`src/rtl/div_pkg.sv`:
```
// Shared constants and FSM state type for the signed non-restoring divider.
package div_pkg;
  localparam int DIV_WIDTH        = 32;
  localparam int DIV_ITERS        = 32;
  localparam int DIV_DONE_LATENCY = 34;
  localparam int DIV_CNT_W        = 6;

  typedef enum logic [1:0] {
    IDLE,
    RUN,
    DONE
  } div_state_e;
endpackage

```
`src/rtl/div_step.sv`:
```
// One combinational non-restoring iteration: shift in the next dividend bit,
// then subtract or add the divisor depending on the partial-remainder sign.
module div_step #(
  parameter int PR_W = 34
) (
  input  logic [PR_W-1:0] rem_i,
  input  logic            bit_i,
  input  logic [PR_W-1:0] dvsr_i,
  output logic [PR_W-1:0] rem_o,
  output logic            qbit_o
);
  logic [PR_W-1:0] shifted;

  assign shifted = {rem_i[PR_W-2:0], bit_i};
  assign rem_o   = rem_i[PR_W-1] ? shifted + dvsr_i : shifted - dvsr_i;
  assign qbit_o  = ~rem_o[PR_W-1];
endmodule

```
`src/rtl/div_cntrl.sv`:
```
// Signed 32-bit iterative divider, 34-cycle latency from start to result strobe.
// DIV_REMAINDER_EN enables the remainder output; otherwise remainder is tied to 0.
module div_cntrl
  import div_pkg::*;
#(
  parameter int WIDTH = DIV_WIDTH
) (
  input  logic             clk,
  input  logic             reset,
  input  logic             ctrl_div,
  input  logic [WIDTH-1:0] dividend,
  input  logic [WIDTH-1:0] divisor,
  output logic [WIDTH-1:0] quotient,
  output logic [WIDTH-1:0] remainder,
  output logic             data_res_rdy,
  output logic             data_exception,
  output logic             busy
);
  // Partial remainder needs two guard bits: |divisor| can be 2^31.
  localparam int PR_W = WIDTH + 2;
  localparam logic [DIV_CNT_W-1:0] CNT_CORR = DIV_CNT_W'(DIV_ITERS);
  localparam logic [DIV_CNT_W-1:0] CNT_FIX  = DIV_CNT_W'(DIV_DONE_LATENCY - 1);

  div_state_e           state_q, state_d;
  logic [DIV_CNT_W-1:0] cnt_q, cnt_d;
  logic [PR_W-1:0]      pr_q, pr_d, step_pr;
  logic [WIDTH-1:0]     qt_q, qt_d, dvsr_q, dvsr_d, quot_q, quot_d;
  logic                 qneg_q, qneg_d, dz_q, dz_d, exc_q, exc_d;
  logic                 step_qbit;
`ifdef DIV_REMAINDER_EN
  logic                 rneg_q, rneg_d;
  logic [WIDTH-1:0]     rem_q, rem_d;
`endif

  div_step #(.PR_W(PR_W)) u_step (
    .rem_i  (pr_q),
    .bit_i  (qt_q[WIDTH-1]),
    .dvsr_i ({2'b00, dvsr_q}),
    .rem_o  (step_pr),
    .qbit_o (step_qbit)
  );

  always_comb begin
    state_d = state_q;
    cnt_d   = cnt_q;
    pr_d    = pr_q;
    qt_d    = qt_q;
    dvsr_d  = dvsr_q;
    quot_d  = quot_q;
    qneg_d  = qneg_q;
    dz_d    = dz_q;
    exc_d   = exc_q;
`ifdef DIV_REMAINDER_EN
    rneg_d  = rneg_q;
    rem_d   = rem_q;
`endif
    // A start in any state (re)captures operands; RUN/DONE work is abandoned.
    if (ctrl_div) begin
      state_d = RUN;
      cnt_d   = '0;
      pr_d    = '0;
      qt_d    = dividend[WIDTH-1] ? -dividend : dividend;
      dvsr_d  = divisor[WIDTH-1] ? -divisor : divisor;
      qneg_d  = dividend[WIDTH-1] ^ divisor[WIDTH-1];
      dz_d    = (divisor == '0);
`ifdef DIV_REMAINDER_EN
      rneg_d  = dividend[WIDTH-1];
`endif
    end else begin
      unique case (state_q)
        RUN: begin
          cnt_d = cnt_q + 1'b1;
          if (cnt_q < CNT_CORR) begin
            pr_d = step_pr;
            qt_d = {qt_q[WIDTH-2:0], step_qbit};
          end else if (cnt_q == CNT_FIX) begin
            state_d = DONE;
            quot_d  = dz_q ? '0 : (qneg_q ? -qt_q : qt_q);
            exc_d   = dz_q;
`ifdef DIV_REMAINDER_EN
            rem_d   = dz_q ? '0 : (rneg_q ? -pr_q[WIDTH-1:0] : pr_q[WIDTH-1:0]);
`endif
          end else begin
`ifdef DIV_REMAINDER_EN
            if (pr_q[PR_W-1]) pr_d = pr_q + {2'b00, dvsr_q};
`endif
          end
        end
        DONE:    state_d = IDLE;
        default: ;
      endcase
    end
  end

  always_ff @(posedge clk) begin
    if (reset) begin
      state_q <= IDLE;
      cnt_q   <= '0;
      pr_q    <= '0;
      qt_q    <= '0;
      dvsr_q  <= '0;
      quot_q  <= '0;
      qneg_q  <= 1'b0;
      dz_q    <= 1'b0;
      exc_q   <= 1'b0;
`ifdef DIV_REMAINDER_EN
      rneg_q  <= 1'b0;
      rem_q   <= '0;
`endif
    end else begin
      state_q <= state_d;
      cnt_q   <= cnt_d;
      pr_q    <= pr_d;
      qt_q    <= qt_d;
      dvsr_q  <= dvsr_d;
      quot_q  <= quot_d;
      qneg_q  <= qneg_d;
      dz_q    <= dz_d;
      exc_q   <= exc_d;
`ifdef DIV_REMAINDER_EN
      rneg_q  <= rneg_d;
      rem_q   <= rem_d;
`endif
    end
  end

  assign quotient       = quot_q;
  assign data_res_rdy   = (state_q == DONE);
  assign data_exception = data_res_rdy & exc_q;
  assign busy           = (state_q != IDLE);
`ifdef DIV_REMAINDER_EN
  assign remainder      = rem_q;
`else
  assign remainder      = '0;
`endif
endmodule

```
`config.mk`:
```
export PLATFORM = sky130hd
export DESIGN_NAME = div_cntrl
export DESIGN_NICKNAME = d
export VERILOG_FILES = /design/src/rtl/div_pkg.sv /design/src/rtl/div_step.sv /design/src/rtl/div_cntrl.sv
export SDC_FILE = /design/constraint.sdc
export NUM_CORES = 1
export LEC_CHECK = 0
export ABC_AREA = 1
export CAP_MARGIN = 30
export CORE_MARGIN = 4
export CORE_UTILIZATION = 30
export DETAILED_ROUTE_END_ITERATION = 10
export PLACE_DENSITY = 0.57
export SLEW_MARGIN = 20
export SYNTH_ARGS = -nofsm -noshare
export SYNTH_HDL_FRONTEND = slang
export SYNTH_SLANG_ARGS = --single-unit
```
`constraint.sdc`:
```
create_clock -name clk -period 2.8 [get_ports clk]
set_clock_uncertainty 0.15 [all_clocks]
set_input_delay 0.42 -clock clk [delete_from_list [all_inputs] [get_ports clk]]
set_output_delay 0.42 -clock clk [all_outputs]
set_load 0.1 [all_outputs]
```
# --- Yosys cells after proc, flatten, opt, wreduce, memory -nomap -nowiden ---
# Index checks and enable logic that the tools add are counted.
op_classes:
  n_addsub: 6
  n_lt_le_gt_ge: 1
  n_eq_ne: 7
  muxes: 12
  bitwise: 5
  reduce_logical: 12
ops:
  columns: ["cell", "n"]
  rows:
  - ["$mux 32", 7]
  - ["$neg 32->32", 3]
  - ["$add 34x32->34", 1]
  - ["$mux 34", 1]
  - ["$sub 34x32->34", 1]
  - ["$logic_not 32->1", 1]
  - ["$reduce_bool 2->1", 4]
  - ["$add 6x1->6 const B", 1]
  - ["$eq 6x6->1 const B", 1]
  - ["$lt 6x6->1 const B", 1]
  - ["$ne 3x3->1 const B", 2]
  - ["$reduce_and 3->1", 2]
  - ["$mux 2", 2]
  - ["$ne 2x2->1 const B", 2]
  - ["$pmux 2 s2", 1]
  - ["$reduce_and 2->1", 2]
  - ["$reduce_and 4->1", 1]
  - ["$not 1->1", 3]
  - ["$reduce_bool 3->1", 1]
  - ["$eq 2x1->1 const B", 1]
  - ["$eq 2x2->1 const B", 1]
  - ["$reduce_or 2->1", 1]
  - ["$and 1x1->1", 1]
  - ["$mux 1", 1]
  - ["$xor 1x1->1", 1]
totals:
  regBits: 141
  output_inout_bits: 67
  word_cells: 53

# --- Longest topological paths before layout ---
logic_depth:
  depth_word: 6
  ltp_mapped: 23
  mapped_depth_nobuf: 23

# --- Cells and area by module ---
# Synthesis repeated with hierarchy kept, for this count alone.
hier_totals:
  hier_cells: 1894
  hier_area_um2: 11323.4
modules_own_cells:
  columns: ["mod", "n_inst", "cells_per_inst", "area_per_inst_um2"]
  rows:
  - ["div_cntrl", 1, 1271, 8110.3]
  - ["div_step", 1, 623, 3213.1]

# --- Worst setup path before layout ---
# OpenSTA, ideal clock, no wires.
synth_timing:
  path_type: "register -> register"
  start: "register dvsr_q[0]"
  end: "register pr_q[26]"
  arrival_time_ns: 2.680
  t_required_ns: 2.541
  path_slack_ns: -0.139
  stages_incl_launch_ff: 22
  n_path_buf: 0
  cell_sequence: "dfxtp_1 > inv_1 > ha_1 > nand3_2 > nor2_1 > inv_1 > nor2_2 > nand3_2 > nor2_1 > a21oi_1 > xor2_1 > ha_1 > nand2_1 > nor2_1 > inv_1 > nor3_1 > and3_1 > nand2_1 > nand3_1 > nand3_1 > nand2_1 > inv_1"
synth_between:
  elab_chain_cells: 2
  elab_cells_between_ends: 3
  cone_classes: "2 x add/sub; 1 x mux"
synth_rtl:
  columns: ["item", "line", "rtl"]
  rows:
  - ["start, declared", "div_cntrl.sv:27", "logic [WIDTH-1:0] qt_q, qt_d, dvsr_q, dvsr_d, quot_q, quot_d;"]
  - ["start signal, assigned", "div_cntrl.sv:115", "dvsr_q <= dvsr_d;"]
  - ["$sub 34x32->34 / $add 34x32->34 (equally long branches)", "div_step.sv:15", "assign rem_o = rem_i[PR_W-1] ? shifted + dvsr_i : shifted - dvsr_i;"]
  - ["$mux 34 (*)", "div_step.sv:15", null]
  - ["end signal, assigned", "div_cntrl.sv:113", "pr_q <= pr_d;"]
  - ["end, declared", "div_cntrl.sv:26", "logic [PR_W-1:0] pr_q, pr_d, step_pr;"]
# Every way passes the cells marked *; elsewhere a longest branch is shown, timed or not.
# A chain may end at the register's enable or synchronous reset.

# --- Worst setup path in the final report ---
layout_timing:
  start: "register dvsr_q[1]"
  end: "register pr_q[29]"
# The elaborated chain is that of the path after synthesis.

==> impl_metrics.ini <==
[die]
die_x_um = 200
fp.dieH_um = 200
fp-row-count = 69
initial_core_util_pct = 30.7
die-area_sq_um = 39900
io_pins = 134
coreArea_sq_um = 35900

[yosys]
syn_area_sq_um = 11000
synth_area_leaders = dfxtp_1 (26%), nand2_1 (14%), nor2_1 (8.5%)
synth-edff-count = 0
yosysMostFrequentCell = nand2_1
yosys_warnings = 0
seq_area_frac_synth_pct = 25.6
yosysTopAreaCell = dfxtp_1
syn_avg_cell_area_sq_um = 6.10
ys.flop_type = dfxtp_1
yosys-top-cells-count = nand2_1 (415), nor2_1 (251), inv_1 (222)
ys_types = 53
synthCells = 1807
yosysTopAreaCellShare_pct = 25.6
async_reset_ff_share_pct = 0
synth_seq_cells = 141

[cts]
clock_path_buffers = 2
cts_inserted_buffers = 17
cts_sinks = 141
cts_tree = yes
clk_pin_slew_ns = 0.07
insertion_delay_ns = 0.45
cts-root-buf = clkbuf_16
h-tree-depth = 4

[routing]
drc_errors = 0
drtAntennaViolNets = 0
avgRoutedWirePerCell_um = 16.1
drt-pass1-iter-count = 5
drt_iter0_markers = 745
totalWireLength_um = 41100
vias_per_cell = 4.88
via_count = 12455

[power_and_ir_drop]
p_per_area_nw_per_um2 = 544
power.leakage_nw = 7.17
vdd_ir_drop_max_mv = 0.396
fin_total_pwr_w = 0.00835

[timing]
setup_viol = 23
timing.final.crit_share_pct = 113
finalHoldViolCount = 0
final_max_slew_viol_count = 0
min_period_ns = 3.17
worst_slack_ns = -0.374
rsz0062_at_grt = true
slew_headroom_pct = 57.7
worst-slew-pin-transition_ns = 0.635
max_freq_mhz = 315

[setup_path]
worst-path-max-fanout = 6
regToRegEndpoint = pr_q[29]
cp_data_arrival_time_ns = 3.37
reg2reg_depth = 21
cp-end-kind = flop
worstReg2RegStart = dvsr_q[1]
crit_type = flop to flop
critPathLaunchType = flop
crit_required_ns = 2.99
rrSetupSlack_ns = -0.37

[worst_hold_path]
min_from = reset
holdPathStages = 2
holdPathEnd = qt_q[0]
hp-class = input pin to flop

[cells_and_area]
syn_to_final_growth_pct = 39.3
fin_util_pct = 42.8
fillCellCount = 3734
nNetsFinal = 2187
drive_above_1_share_pct = 25.3

[global_route]
grt_pass1_wl_um = 63400
grt_pass1_vias = 11924
grt_max_degree = 52
grt_usage_pct = 20.3
grt_overflow = 0
antenna_found_initial = 3

[placed_design]
gp_congestion = 0.948
post-dp-hpwl_um = 32800
port_buffers = 101

[run_status]
violations = setup timing
status = finished, violations left

[job]
drv_cap = 0
worst max-delay path by stage:
stage	from	slack (ns)	end	cells after the start
floorplan	dvsr_q[1]	-0.03	pr_q[26]	20
global placement	dvsr_q[9]	-0.47	pr_q[30]	18
detailed placement	dvsr_q[5]	-0.54	pr_q[29]	21
CTS	dvsr_q[0]	-0.35	pr_q[29]	21
global route	dvsr_q[4]	-0.56	pr_q[31]	20
finish	dvsr_q[1]	-0.37	pr_q[29]	21
cells by family after synthesis:
logic type                 count (synthesis)  share of synthesized area [%]
and+or+nand+nor                          907                           35.7
buffers and inverters                    324                           12.3
AOI/OAI and AO/OA                        341                           17.4
DFF                                      141                           25.6
other                                      1                         0.0340
adders and majority gates                 43                           4.95
xor gates and xnor gates                  50                           3.97
worst max-delay path, stage by stage (launching register included):
cell	delay [ns]
dfxtp_2	0.33
inv_2	0.07
ha_4	0.14
nand3_4	0.07
nor2_4	0.14
inv_2	0.07
nor2_4	0.12
nand3_4	0.16
o21ai_4	0.23
xor2_1	0.11
ha_2	0.42
nand2_2	0.12
nor2_2	0.16
inv_1	0.07
nor2_2	0.12
inv_1	0.07
nor2_2	0.13
nor2_2	0.06
nand3_1	0.08
nand3_1	0.09
nand2_1	0.09
inv_1	0.04
state kept, by name, indices dropped and copies added, names as in the netlist:
register,flops
pr_q,34
dvsr_q,32
qt_q,32
quotient,32
cnt_q,6
state_q,2
dz_q,1
exc_q,1
qneg_q,1
what timing repair did:
action                                 CTS  global route
endpoints found under the hold margin    0             0
pin swaps                               44            89
setup endpoints to repair               25            28
setup buffers                           15            15
gates resized for setup                127           145
hold buffers                             0             0
power by group:
group          switching (W)  internal [W]
Combinational        0.00231       0.00157
Clock               0.000955       0.00131
Sequential         0.0000964       0.00212
routing by layer:
metal / wire length (um) / GRT usage (%)
met5: 0 / 0
met4: 1160 / 6.97
met3: 2080 / 3.51
met2: 19400 / 33.9
met1: 18500 / 26.4
cells in the final DEF, fill, tap and decap left out, types with 17 or more instances in the layout:
master           instances
buf_4                  228
dfxtp_1                135
nand2_1                367
o21ai_1                 19
conb_1                  32
nand2_2                 38
nor2_4                  22
nor2_2                  33
nor2_1                 211
a21oi_2                 30
inv_2                   25
o22ai_1                 35
nand3_1                132
o21ai_0                 90
nor3_1                  22
xor2_1                  38
inv_1                  208
ha_1                    29
a21oi_1                 86
clkbuf_16               17
clkdlybuf4s50_1         65
area by class of cell:
class / instances / area, sq um / share of cell area [%]
Antenna cell: 1 / 2.50 / 0.0163
Clock buffer: 17 / 425 / 2.77
Clock inverter: 13 / 145 / 0.945
Inverter: 236 / 886 / 5.77
Multi-Input combinational cell: 1373 / 7940 / 51.7
Sequential cell: 141 / 2830 / 18.4
Tap cell: 461 / 577 / 3.75
Timing Repair Buffer: 308 / 2560 / 16.7
through the flow:
step | setup slack, ns | std cells | instance area (sq um) | hold slack, ns | setup TNS (ns)
after floorplan | -0.0314 | 1838 | 11200 | 0.300 | -0.0314
after global placement | -0.471 | 2493 | 13600 | 0.304 | -7.20
after detailed placement | -0.545 | 2493 | 13600 | 0.309 | -7.97
after CTS | -0.353 | 2538 | 14700 | 0.196 | -5.21
after global routing | -0.558 | 2550 | 15400 | 0.200 | -9.77
final | -0.374 | 2550 | 15400 | 0.210 | -5.49
Power figures use the tool's default switching activity.
